<file path="src/rtl/mem_port_arbiter.sv">
// Memory master port arbiter: shares one bus master between the I-cache miss
// path and the D-cache/LSU. One transaction in flight, round-robin on conflict,
// response routed back to its owner; flushed I-side responses are dropped.
module mem_port_arbiter #(
  parameter int ADDR_W = 32,
  parameter int DATA_W = 64
) (
  input  logic                  clk,
  input  logic                  rst,
  // I-cache side
  input  logic                  i_req,
  input  logic [ADDR_W-1:0]     i_addr,
  input  logic                  i_flush,
  output logic                  i_rvalid,
  output logic [DATA_W-1:0]     i_rdata,
  // D-cache / LSU side
  input  logic                  d_req,
  input  logic                  d_we,
  input  logic [ADDR_W-1:0]     d_addr,
  input  logic [DATA_W-1:0]     d_wdata,
  input  logic [DATA_W/8-1:0]   d_wstrb,
  output logic                  d_done,
  output logic [DATA_W-1:0]     d_rdata,
  // master port
  output logic                  m_req,
  output logic                  m_we,
  output logic [ADDR_W-1:0]     m_addr,
  output logic [DATA_W-1:0]     m_wdata,
  output logic [DATA_W/8-1:0]   m_wstrb,
  input  logic                  m_ready,
  input  logic                  m_done,
  input  logic [DATA_W-1:0]     m_rdata
);

  typedef enum logic [2:0] {
    IDLE   = 3'd0,
    I_REQ  = 3'd1,
    I_RESP = 3'd2,
    D_REQ  = 3'd3,
    D_RESP = 3'd4
  } state_t;

  state_t state;
  logic   last_grant_d;   // 1: D side won the most recent grant
  logic   kill;           // in-flight I transaction was flushed
  logic   i_pulse;        // registered I response pulse, before flush gating

  logic   i_elig;
  logic   d_elig;
  logic   grant_d;

  // A flush arriving in the pulse cycle itself still hides the response.
  assign i_rvalid = i_pulse & ~i_flush;

  // Eligibility and round-robin pick; a side whose response pulse is out this
  // cycle is still holding its stale request and must not be re-granted.
  always_comb begin
    i_elig  = i_req & ~i_flush & ~i_pulse;
    d_elig  = d_req & ~d_done;
    grant_d = d_elig & (~i_elig | ~last_grant_d);
  end

  // Arbitration FSM with registered request fields and response pulses.
  always_ff @(posedge clk) begin
    if (rst) begin
      state        <= IDLE;
      last_grant_d <= 1'b0;
      kill         <= 1'b0;
      i_pulse      <= 1'b0;
      i_rdata      <= '0;
      d_done       <= 1'b0;
      d_rdata      <= '0;
      m_req        <= 1'b0;
      m_we         <= 1'b0;
      m_addr       <= '0;
      m_wdata      <= '0;
      m_wstrb      <= '0;
    end else begin
      i_pulse <= 1'b0;
      d_done  <= 1'b0;
      case (state)
        IDLE: begin
          kill <= 1'b0;
          if (i_elig || d_elig) begin
            m_req <= 1'b1;
            // last_grant tracks every grant so the loser of a conflict wins next
            if (grant_d) begin
              state        <= D_REQ;
              last_grant_d <= 1'b1;
              m_we         <= d_we;
              m_addr       <= d_addr;
              m_wdata      <= d_wdata;
              m_wstrb      <= d_wstrb;
            end else begin
              state        <= I_REQ;
              last_grant_d <= 1'b0;
              m_we         <= 1'b0;
              m_addr       <= i_addr;
              m_wdata      <= '0;
              m_wstrb      <= '0;
            end
          end
        end
        I_REQ: begin
          // a flushed request is still presented until the bus accepts it
          if (i_flush) kill <= 1'b1;
          if (m_ready) begin
            m_req <= 1'b0;
            state <= I_RESP;
          end
        end
        I_RESP: begin
          if (i_flush) kill <= 1'b1;
          if (m_done) begin
            i_rdata <= m_rdata;
            i_pulse <= ~(kill | i_flush);
            kill    <= 1'b0;
            state   <= IDLE;
          end
        end
        D_REQ: begin
          if (m_ready) begin
            m_req <= 1'b0;
            state <= D_RESP;
          end
        end
        D_RESP: begin
          if (m_done) begin
            d_rdata <= m_rdata;
            d_done  <= 1'b1;
            state   <= IDLE;
          end
        end
        default: begin
          state <= IDLE;
          m_req <= 1'b0;
        end
      endcase
    end
  end

endmodule

</file>
<file path="config.mk">
export PLATFORM = sky130hd
export DESIGN_NAME = mem_port_arbiter
export DESIGN_NICKNAME = d
export VERILOG_FILES = /design/src/rtl/mem_port_arbiter.sv
export SDC_FILE = /design/constraint.sdc
export NUM_CORES = 1
export LEC_CHECK = 0
export BUFFER_PORTS_ARGS = -buffer_cell sky130_fd_sc_hd__buf_2
export CAP_MARGIN = 25
export CORE_AREA = 2 2 172 174
export CTS_CLUSTER_DIAMETER = 200
export CTS_CLUSTER_SIZE = 30
export DETAILED_ROUTE_END_ITERATION = 8
export DIE_AREA = 0 0 174 176
export PLACE_DENSITY = 0.66
export SLEW_MARGIN = 15
export SYNTH_ARGS = -nofsm -noshare
export SYNTH_HDL_FRONTEND = slang
export SYNTH_SLANG_ARGS = --single-unit
export TNS_END_PERCENT = 100
</file>
<file path="constraint.sdc">
create_clock -name clk -period 1.7 [get_ports clk]
set_input_delay 0.34 -clock clk [delete_from_list [all_inputs] [get_ports clk]]
set_output_delay 0.34 -clock clk [all_outputs]
set_load 0.02 [all_outputs]
</file>
==> impl_summary.log, run 1 <==
INFO  metric achievable-frequency = between 0.5 and 0.6 GHz
INFO  metric wl_per_cell = about 16 um
INFO  metric power.share.combinational = 29.8%
INFO  metric clock_sink_count = 241
INFO  metric fin_skew = 0.0631 ns
INFO  metric final_antenna_diode_count = 0
INFO  metric area.growth.synth_to_final = 40.3%
INFO  metric final_period_minus_worst_setup_slack = 1.69 ns
INFO  metric place_area = 0.0115 mm^2
INFO  metric io_pins = 444
INFO  metric synth_top_flop_cell = sky130_fd_sc_hd__dfxtp_1
INFO  metric via_per_inst = 4.71
INFO  metric slew-limit-headroom = 64.2%
INFO  metric start_util = 30.3%
INFO  metric hold_violation_total_from_the_final_report = 0
INFO  metric timing.hold.worst.class = in2reg
INFO  metric drv_slew = 0
INFO  metric crit_arrival = 2.06 ns
INFO  metric peak_vdd_ir = roughly 0.00076 V
INFO  metric period_share = 99.1%
INFO  metric fp.dieArea = 0.0306 mm^2
INFO  metric synth.yosys.seq_area_share = between 50% and 60%
INFO  metric synthesis.nets = roughly 1,200
INFO  metric internal_power = 9.32 mW
INFO  metric power.static_leakage = between 5 and 6 nW
INFO  metric final_area = 0.0121 mm^2
INFO  metric drt_first_iter_violations = approximately 460
INFO  metric sw_frac_of_total = 33.4%
INFO  metric crit_path_start = state[2]
INFO  metric grt_pass1_wl = 42,200 um
INFO  metric setup.reg_to_reg.worst_slack = between 0.01 and 0.015 ns
INFO  metric dieWidth = 174 um
INFO  metric timing.critical_path.fanout_max = 11
INFO  metric synth-seq-cells = 241
INFO  metric report.final.setup_viol = 0
INFO  metric worst_setup_path_end_kind = flop
INFO  metric total_global_routing_overflow = 0
INFO  metric nets = approximately 1,600
INFO  metric worst-endpoint-required = around 2.1 ns
INFO  metric row_count = 62
INFO  metric crit_end = m_addr[19]
INFO  metric ys_async_sr_fraction = 0%
INFO  metric cts_max_level = 1
INFO  metric port-buffer-count = 443
INFO  metric critical-path-top-cell-by-count = sky130_fd_sc_hd__buf_4
INFO  metric gp_congestion = roughly 0.82
INFO  metric rr_worst_depth = 7
INFO  metric path_class = reg2reg
INFO  metric reg2reg_from = state[2]
INFO  metric critical_path.startpoint_type = flop
INFO  metric detailroute.via_count = 8,547
INFO  metric first_global_vias = 8,019
INFO  metric syn_area_per_cell = 8.62 um^2
INFO  metric critical_path.reg2reg.endpoint = m_addr[19]
INFO  metric power.total = 14.0 mW
INFO  metric critPathMaxStageDelay = 0.42 ns
INFO  metric path_cells = or3_4 -> buf_4 -> a21oi_4 -> buf_4 -> buf_4 -> clkbuf_16 -> a211oi_1
INFO  metric finalCoreUtilization = between 40% and 50%
INFO  metric drcViolationCount = 0
INFO  metric setup_repair_after_global_routing_missed_its_margin = true
INFO  metric cts_max_path_buffers = 3
INFO  metric number_of_cells_produced_by_synthesis = 1,004
INFO  metric sum_of_negative_setup_slack = 0 ns
INFO  metric drt-total-wl = around 28,000 um
INFO  metric design.core.area = roughly 0.029 mm^2
INFO  metric maxCapViolCount = 0
INFO  metric grt_antenna_before_repair = 0
INFO  metric synth_largest_area_cell = sky130_fd_sc_hd__dfxtp_1
INFO  metric grtUsageTotal = approximately 17%
INFO  metric antenna_violating_nets_left = 0
INFO  metric cts_tree = done
INFO  metric critical_path.slowest_cell = sky130_fd_sc_hd__or3_4
INFO  metric synth_area_leaders = sky130_fd_sc_hd__dfxtp_1, sky130_fd_sc_hd__nand2_1, sky130_fd_sc_hd__a21oi_1
INFO  metric mostFrequentLayoutCells = sky130_fd_sc_hd__buf_2, sky130_fd_sc_hd__nand2_1, sky130_fd_sc_hd__dfxtp_1, sky130_fd_sc_hd__a21oi_1, sky130_fd_sc_hd__nor2_1
INFO  metric power_density = 1150 mW/mm^2
INFO  metric final_layout_size_suffix_gt1_share = a little under two fifths
INFO  metric synth_enable_flop_cells = 0
INFO  metric cts_made_buffers = 12
INFO  metric firstDrtPassIters = 5
INFO  metric outcome = finished, final reports clean
INFO  metric ys_warn_count = 0
INFO  metric synth_area = around 0.0087 mm^2
INFO  metric cts.hold.buffers_added = 0
INFO  metric dieHeight = ~180 um
INFO  metric layout.cells.most_common = sky130_fd_sc_hd__buf_2
INFO  metric root_buffer = sky130_fd_sc_hd__clkbuf_16
INFO  metric power.share.clock = 23.6%
INFO  metric tightest_slew = 0.537 ns
INFO  metric worstSkewPairLatency = 0.50 ns
INFO  metric path_clk_slew = 0.11 ns
INFO  metric grt_max_degree = 55
INFO  metric power.sequential.fraction = 46.6%
INFO  metric netlist.area_leader.share = 55.8%
INFO  metric switching_power = 4.67 mW
INFO  metric dp_hpwl = 20,100 um
INFO  metric number_of_unique_standard_cell_types_used_by_synthesis = 33
## worst max-delay path: cells and delay by family, from the launching register on
kind	cells	cell delay, ns
flops	1	0.34
buf+inv	4	0.61
compound gates	2	0.19
simple gates	1	0.42
## cell usage after synthesis (5+ instances only)
library cell,count
sky130_fd_sc_hd__buf_4,10
sky130_fd_sc_hd__nor2_1,114
sky130_fd_sc_hd__clkbuf_1,42
sky130_fd_sc_hd__dfxtp_1,241
sky130_fd_sc_hd__a22oi_1,73
sky130_fd_sc_hd__a211oi_1,33
sky130_fd_sc_hd__nor2b_1,5
sky130_fd_sc_hd__mux2i_1,33
sky130_fd_sc_hd__buf_2,27
sky130_fd_sc_hd__nand2_1,258
sky130_fd_sc_hd__a21oi_1,135
## sequential cells by signal, indices dropped and copies added, names as in the netlist, 3 cells and up
signal / count
m_wdata: 64
state: 3
d_rdata: 64
m_wstrb: 8
i_rdata: 64
m_addr: 32
## per-layer routing
metal	share of wire [%]	vias up	GRT usage (%)	wire, um
met5	0	-	0	0
met4	2.8	0	4.69	785
met3	7.3	38	3.85	2070
met2	50	332	30.7	14100
met1	40	3958	19.7	11400
li1	-	4219	-	-
## timing repair
action | CTS | global route
cloned | 0 | 5
resized for setup | 2 | 31
endpoints found under the setup margin | 71 | 150
setup buffers | 1 | 4
pin swaps | 1 | 10
## stage by stage
step | instances | hold slack, ns | setup slack (ns)
global route | 1813 | 0.0462 | -0.0377
detailed placement | 1788 | 0.436 | -0.110
global placement | 1788 | 0.438 | -0.0668
CTS | 1804 | 0.0429 | 0.00453
finish | 1813 | 0.0706 | 0.0146
floorplan | 1004 | 0.417 | 0.0976
## final cells by class
type / instances / area (um^2)
clock buffers: 14 / 329
clock inverters: 1 / 30.0
fillers: 2907 / 16400
inverters: 2 / 7.51
multi-input cells: 678 / 3560
flip-flops and latches: 241 / 4830
well taps: 384 / 480
repair buffers: 493 / 2910
## worst min path at each step
stage | startpoint | end | slack, ns | cells past startpoint
2_1_floorplan | i_flush | i_pulse | 0.42 | 1
3_3_place_gp | d_rdata[42] | d_rdata[42] | 0.44 | 2
3_5_place_dp | kill | i_pulse | 0.44 | 1
4_1_cts | m_rdata[25] | i_rdata[25] | 0.04 | 3
5_1_grt | m_rdata[9] | i_rdata[9] | 0.05 | 3
6_report | d_wdata[36] | m_wdata[36] | 0.07 | 3
## power groups by stage
stage / sequential [mW] / combinational [mW] / clock [mW]
final: 6.52 / 4.16 / 3.30
after detailed placement: 6.64 / 3.77 / 0
after CTS: 6.52 / 3.79 / 3.42
after global placement: 6.63 / 3.71 / 0
after floorplan: 7.30 / 1.64 / 0
after global routing: 6.59 / 4.51 / 3.61
## logic make-up (layout without fill, tap and decap cells)
group,after synthesis,after routing,share of synthesized area (%)
muxes,33,33,3.82
DFF,241,241,55.8
and+or+nand+nor,394,394,17.8
AOI/OAI and AO/OA,251,251,18.1
buffers and inverters,85,510,4.51
Power figures use the tool's default switching activity.
==> run 2: changes to the inputs <==
--- a/config.mk
+++ b/config.mk
@@ -7,12 +7,13 @@
 export LEC_CHECK = 0
 export BUFFER_PORTS_ARGS = -buffer_cell sky130_fd_sc_hd__buf_2
 export CAP_MARGIN = 25
-export CORE_AREA = 2 2 172 174
+export CORE_AREA = 2 2 170 172
 export CTS_CLUSTER_DIAMETER = 200
 export CTS_CLUSTER_SIZE = 30
 export DETAILED_ROUTE_END_ITERATION = 8
-export DIE_AREA = 0 0 174 176
-export PLACE_DENSITY = 0.66
+export DIE_AREA = 0 0 172 174
+export PLACE_DENSITY = 0.67
+export SETUP_SLACK_MARGIN = 0.02
 export SLEW_MARGIN = 15
 export SYNTH_ARGS = -nofsm -noshare
 export SYNTH_HDL_FRONTEND = slang
==> impl_summary.log, run 2 (synthesized netlist as in run 1, its figures left out) <==
INFO  metric gp_congestion = 0.785 (was 0.815)
INFO  metric drcViolationCount = 0 (unchanged)
INFO  metric cts.hold.buffers_added = 0 (unchanged)
INFO  metric final.hold.worst_slack = 0.0768 ns (was 0.0706 ns)
INFO  metric peak_vdd_ir = 0.000686 V (was 0.000757 V)
INFO  metric firstDrtPassIters = 4 (was 5)
INFO  metric sum_of_negative_setup_slack = 0 ns (unchanged)
INFO  metric maxCapViolCount = 0 (unchanged)
INFO  metric nets = 1,621 (was 1,636)
INFO  metric report.final.setup_viol = 0 (unchanged)
INFO  metric area.growth.synth_to_final = 37.3% (was 40.3%)
INFO  metric setup.reg_to_reg.worst_slack = 0.12 ns (was 0.01 ns)
INFO  metric worst_setup_path_end_kind = flop (unchanged)
INFO  metric fin_skew = 0.0415 ns (was 0.0631 ns)
INFO  metric mostFrequentLayoutCells = sky130_fd_sc_hd__buf_2, sky130_fd_sc_hd__nand2_1, sky130_fd_sc_hd__dfxtp_1, sky130_fd_sc_hd__a21oi_1, sky130_fd_sc_hd__nor2_1 (unchanged)
INFO  metric drv_slew = 0 (unchanged)
INFO  metric cts_tree = done (unchanged)
INFO  metric wl_per_cell = 15.5 um (was 15.7 um)
INFO  metric rr_worst_depth = 6 (was 7)
INFO  metric worstSkewPairLatency = 0.49 ns (was 0.50 ns)
INFO  metric place_area = 0.0114 mm^2 (was 0.0115 mm^2)
INFO  metric cts_max_level = 1 (unchanged)
INFO  metric detailroute.via_count = 8,505 (was 8,547)
INFO  metric row_count = 62 (unchanged)
INFO  metric path_clk_slew = 0.12 ns (was 0.11 ns)
INFO  metric period_share = 92.8% (was 99.1%)
INFO  metric design.core.area = 0.0282 mm^2 (was 0.0285 mm^2)
INFO  metric fp.dieArea = 0.0299 mm^2 (was 0.0306 mm^2)
INFO  metric critical_path.startpoint_type = flop (unchanged)
INFO  metric port-buffer-count = 443 (unchanged)
INFO  metric dieHeight = 174 um (was 176 um)
INFO  metric path_class = reg2reg (unchanged)
INFO  metric via_per_inst = 4.73 (was 4.71)
INFO  metric drt_first_iter_violations = 448 (was 464)
INFO  metric crit_arrival = 2.00 ns (was 2.06 ns)
INFO  metric antenna_violating_nets_left = 0 (unchanged)
INFO  metric cts_max_path_buffers = 3 (unchanged)
INFO  metric reg2reg_from = state[0] (was state[2])
INFO  metric grtUsageTotal = 17.2% (was 16.8%)
INFO  metric holdPathEnd = m_wdata[54] (was m_wdata[36])
INFO  metric outcome = finished, final reports clean (unchanged)
INFO  metric final_layout_size_suffix_gt1_share = 35.6% (was 37.5%)
INFO  metric critical_path.reg2reg.endpoint = d_rdata[62] (was m_addr[19])
INFO  metric root_buffer = sky130_fd_sc_hd__clkbuf_16 (unchanged)
INFO  metric grt_max_degree = 66 (was 55)
INFO  metric holdCritStartpoint = d_wdata[54] (was d_wdata[36])
INFO  metric hold_violation_total_from_the_final_report = 0 (unchanged)
INFO  metric drt-total-wl = 27,900 um (was 28,400 um)
INFO  metric fillers = 2,905 (was 2,907)
INFO  metric worst-endpoint-required = 2.12 ns (was 2.07 ns)
INFO  metric dp_hpwl = 19,500 um (was 20,100 um)
INFO  metric timing.hold.worst.class = in2reg (unchanged)
INFO  metric clock_sink_count = 241 (unchanged)
INFO  metric power_density = 1150 mW/mm^2 (about the same)
INFO  metric layout.cells.most_common = sky130_fd_sc_hd__buf_2 (unchanged)
INFO  metric grt_pass1_wl = 41,700 um (was 42,200 um)
INFO  metric io_pins = 444 (unchanged)
INFO  metric setup_repair_after_global_routing_missed_its_margin = false (was true)
INFO  metric grt_antenna_before_repair = 2 (was 0)
INFO  metric final_area = 0.0119 mm^2 (was 0.0121 mm^2)
INFO  metric achievable-frequency = 0.634 GHz (was 0.593 GHz)
INFO  metric finalCoreUtilization = 42.1% (was 42.5%)
INFO  metric start_util = 30.6% (was 30.3%)
INFO  metric final_period_minus_worst_setup_slack = 1.58 ns (was 1.69 ns)
INFO  metric whs_path_depth = 3 (unchanged)
INFO  metric tightest_slew = 0.396 ns (was 0.537 ns)
INFO  metric slew-limit-headroom = 73.6% (was 64.2%)
INFO  metric total_global_routing_overflow = 0 (unchanged)
INFO  metric dieWidth = 172 um (was 174 um)
INFO  metric timing.critical_path.fanout_max = 36 (was 11)
INFO  metric first_global_vias = 8,151 (was 8,019)
INFO  metric layout_top_registers = d_rdata x64, i_rdata x64, m_wdata x64 (unchanged)
INFO  metric cts_made_buffers = 12 (unchanged)
INFO  metric power.static_leakage = 5.42 nW (was 5.53 nW)
run 2: how the worst max path moves through the flow:
stage,cells after the start,startpoint,endpoint
after global placement,6,i_flush,m_wstrb[7]
after detailed placement,6,i_flush,m_addr[7]
after floorplan,6,i_flush,m_wdata[10]
after global routing,6,state[2],m_wdata[44]
after CTS,5,state[2],m_wdata[28]
final,6,state[0],d_rdata[62]
run 2: routing by layer:
layer	global-route usage [%]	vias to the layer above	part of all wire, %
li1	-	4188	-
met1	19.8	3937	41
met3	4.53	46	8.3
met2	31.2	332	48
met4	4.76	2	2.9
met5	0	-	0.047
run 2: critical path, stage by stage (launching register included):
cell                      delay, ns
sky130_fd_sc_hd__dfxtp_1       0.33
sky130_fd_sc_hd__buf_4         0.17
sky130_fd_sc_hd__nor2b_1       0.23
sky130_fd_sc_hd__and3b_2       0.31
sky130_fd_sc_hd__buf_12        0.23
sky130_fd_sc_hd__nand2_1       0.12
sky130_fd_sc_hd__a21oi_1       0.12
run 2: report_power, final:
group	switching (mW)	internal, mW
Combinational	2.41	1.47
Sequential	0.290	6.22
Clock	1.88	1.43
run 2: layout make-up:
cell class / instances / area [um^2] / share of cell area, %
clock buffer: 14 / 329 / 2.77
tap: 384 / 480 / 4.05
inverter: 2 / 7.51 / 0.0632
clock inverter: 1 / 30.0 / 0.253
antenna: 1 / 2.50 / 0.0211
multi-input combinational: 678 / 3490 / 29.4
timing repair buffer: 478 / 2720 / 22.9
sequential: 241 / 4820 / 40.6
run 2: metrics by stage:
step	cells	setup slack [ns]	power, mW
finish	1799	0.122	13.7
global route	1799	0.0159	14.5
CTS	1794	0.0110	13.7
detailed placement	1779	-0.0748	10.4
global placement	1779	-0.0108	10.3
floorplan	1004	0.0976	8.94
run 2: what timing repair did:
action / 4_1_cts / 5_1_grt
gates cloned: 0 / 2
endpoints found under the setup margin: 2 / 88
pin swaps: 0 / 1
buffers inserted: 0 / 2
resized for setup: 0 / 8
==> run 3: changes to the inputs <==
--- a/config.mk
+++ b/config.mk
@@ -7,12 +7,12 @@
 export LEC_CHECK = 0
 export BUFFER_PORTS_ARGS = -buffer_cell sky130_fd_sc_hd__buf_2
 export CAP_MARGIN = 25
-export CORE_AREA = 2 2 170 172
+export CORE_AREA = 2 2 172 174
 export CTS_CLUSTER_DIAMETER = 200
 export CTS_CLUSTER_SIZE = 30
 export DETAILED_ROUTE_END_ITERATION = 8
-export DIE_AREA = 0 0 172 174
-export PLACE_DENSITY = 0.67
+export DIE_AREA = 0 0 174 176
+export PLACE_DENSITY = 0.66
 export SETUP_SLACK_MARGIN = 0.02
 export SLEW_MARGIN = 15
 export SYNTH_ARGS = -nofsm -noshare
==> impl_summary.log, run 3 (synthesized netlist as in run 1, its figures left out) <==
INFO  metric outcome = finished, final reports clean (unchanged)
INFO  metric mostFrequentLayoutCells = sky130_fd_sc_hd__buf_2, sky130_fd_sc_hd__nand2_1, sky130_fd_sc_hd__dfxtp_1, sky130_fd_sc_hd__a21oi_1, sky130_fd_sc_hd__nor2_1 (unchanged)
INFO  metric fin_skew = 0.0608 ns (was 0.0415 ns)
INFO  metric grt_pass1_wl = 42,200 um (was 41,700 um)
INFO  metric hold_violation_total_from_the_final_report = 0 (unchanged)
INFO  metric critical_path.startpoint_type = flop (unchanged)
INFO  metric wl_per_cell = 15.7 um (was 15.5 um)
INFO  metric dieWidth = 174 um (was 172 um)
INFO  metric cts_made_buffers = 12 (unchanged)
INFO  metric crit_arrival = 2.06 ns (was 2.00 ns)
INFO  metric path_clk_slew = 0.11 ns (was 0.12 ns)
INFO  metric gp_congestion = 0.815 (was 0.785)
INFO  metric final.hold.worst_slack = 0.0706 ns (was 0.0768 ns)
INFO  metric achievable-frequency = 0.599 GHz (was 0.634 GHz)
INFO  metric fillers = 2,908 (was 2,905)
INFO  metric drt-total-wl = 28,400 um (was 27,900 um)
INFO  metric port-buffer-count = 443 (unchanged)
INFO  metric dp_hpwl = 20,100 um (was 19,500 um)
INFO  metric fp.dieArea = 0.0306 mm^2 (was 0.0299 mm^2)
INFO  metric place_area = 0.0115 mm^2 (was 0.0114 mm^2)
INFO  metric root_buffer = sky130_fd_sc_hd__clkbuf_16 (unchanged)
INFO  metric drcViolationCount = 0 (unchanged)
INFO  metric multiInputGateArea = 0.00356 mm^2 (was 0.00349 mm^2)
INFO  metric power.total = 13.9 mW (was 13.7 mW)
INFO  metric slew-limit-headroom = 64.5% (was 73.6%)
INFO  metric layout_top_registers = d_rdata x64, i_rdata x64, m_wdata x64 (unchanged)
INFO  metric final_layout_size_suffix_gt1_share = 37.4% (was 35.6%)
INFO  metric timing.hold.worst.class = in2reg (unchanged)
INFO  metric timing.critical_path.fanout_max = 20 (was 36)
INFO  metric path_class = reg2reg (unchanged)
INFO  metric tightest_slew = 0.533 ns (was 0.396 ns)
INFO  metric area.growth.synth_to_final = 40.1% (was 37.3%)
INFO  metric cts_max_path_buffers = 3 (unchanged)
INFO  metric report.final.setup_viol = 0 (unchanged)
INFO  metric peak_vdd_ir = 0.000757 V (was 0.000686 V)
INFO  metric critPathMaxStageDelay = 0.42 ns (was 0.33 ns)
INFO  metric maxCapViolCount = 0 (unchanged)
INFO  metric grt_max_degree = 55 (was 66)
INFO  metric critical_path.slowest_cell = sky130_fd_sc_hd__or3_4 (was sky130_fd_sc_hd__dfxtp_1)
INFO  metric final_antenna_diode_count = 0 (was 1)
INFO  metric timing.final.ws_setup = 0.0303 ns (was 0.122 ns)
INFO  metric final_area = 0.0121 mm^2 (was 0.0119 mm^2)
INFO  metric period_share = 98.2% (was 92.8%)
INFO  metric detailroute.via_count = 8,545 (was 8,505)
INFO  metric place.detailed.instances = 1,788 (was 1,779)
INFO  metric io_pins = 444 (unchanged)
INFO  metric cts_max_level = 1 (unchanged)
INFO  metric firstDrtPassIters = 5 (was 4)
INFO  metric power.static_leakage = 5.51 nW (was 5.42 nW)
INFO  metric path_cells = or3_4 -> buf_4 -> a21oi_4 -> buf_8 -> nor2_1 -> a211oi_1 (was buf_4 -> nor2b_1 -> and3b_2 -> buf_12 -> nand2_1 -> a21oi_1)
INFO  metric detailedPlace.worstSlack = -0.110 ns (was -0.0748 ns)
INFO  metric setup.reg_to_reg.worst_slack = 0.03 ns (was 0.12 ns)
INFO  metric worst_setup_path_end_kind = flop (unchanged)
INFO  metric start_util = 30.3% (was 30.6%)
INFO  metric seq_area = 0.00483 mm^2 (was 0.00482 mm^2)
INFO  metric row_count = 62 (unchanged)
INFO  metric nets = 1,634 (was 1,621)
INFO  metric cts.hold.buffers_added = 0 (unchanged)
INFO  metric first_global_vias = 8,019 (was 8,151)
INFO  metric design.core.area = 0.0285 mm^2 (was 0.0282 mm^2)
INFO  metric worstSkewPairLatency = 0.50 ns (was 0.49 ns)
INFO  metric layout.cells.most_common = sky130_fd_sc_hd__buf_2 (unchanged)
INFO  metric drt_first_iter_violations = 402 (was 448)
INFO  metric dieHeight = 176 um (was 174 um)
INFO  metric total_global_routing_overflow = 0 (unchanged)
INFO  metric via_per_inst = 4.72 (was 4.73)
INFO  metric antenna_violating_nets_left = 0 (unchanged)
INFO  metric setup_repair_after_global_routing_missed_its_margin = true (was false)
INFO  metric grt_antenna_before_repair = 0 (was 2)
INFO  metric cts_tree = done (unchanged)
INFO  metric grtUsageTotal = 16.8% (was 17.2%)
INFO  metric power_density = 1150 mW/mm^2 (about the same)
INFO  metric worst-endpoint-required = 2.09 ns (was 2.12 ns)
INFO  metric finalNonFillerCells = 1,811 (was 1,799)
INFO  metric clock_sink_count = 241 (unchanged)
INFO  metric final_period_minus_worst_setup_slack = 1.67 ns (was 1.58 ns)
INFO  metric drv_slew = 0 (unchanged)
## run 3: cell type report
type / count / share of cell area (%)
sequential: 241 / 39.8
multi-input combinational: 678 / 29.4
timing repair buffer: 491 / 23.8
tap: 384 / 3.96
clock buffer: 14 / 2.72
clock inverter: 1 / 0.248
inverter: 2 / 0.0620
## run 3: path summary, 6_finish.rpt
path,end,cells past startpoint,from
setup / recovery,m_addr[4],6,state[2]
hold / removal,m_wdata[36],3,d_wdata[36]
setup reg to reg,m_addr[4],6,state[2]
hold reg to reg,i_pulse,1,kill
## run 3: stage by stage
step / util, % / setup TNS (ns)
after floorplan: - / 0
after global placement: 40.2 / -3.15
after detailed placement: 40.2 / -5.88
after CTS: 41.5 / 0
after global routing: 42.4 / -1.03
final: 42.4 / 0
## run 3: power breakdown
part	leakage, nW	total (mW)	internal, mW	switching [mW]
Sequential	1.96	6.52	6.22	0.302
Clock	0.173	3.29	1.43	1.87
Combinational	3.38	4.10	1.62	2.47
Total	5.51	13.9	9.27	4.64
## run 3: routing by layer
layer / share of wire [%] / global-route usage (%)
met3: 7.0 / 3.85
met1: 41 / 19.7
met5: 0 / 0
met2: 50 / 30.7
met4: 2.8 / 4.69
## run 3: critical path, delay by kind of cell, from the launching register on
kind | cells | cell delay, ns
DFF | 1 | 0.34
and+or+nand+nor | 2 | 0.48
AOI/OAI and AO/OA | 2 | 0.40
buffers and inverters | 2 | 0.35
## run 3: timing repair
| item | 4_1_cts | 5_1_grt |
|---|---|---|
| cloned | 0 | 5 |
| setup endpoints to repair | 74 | 163 |
| pin swaps | 1 | 5 |
| resized for setup | 2 | 29 |
| buffers inserted | 1 | 2 |
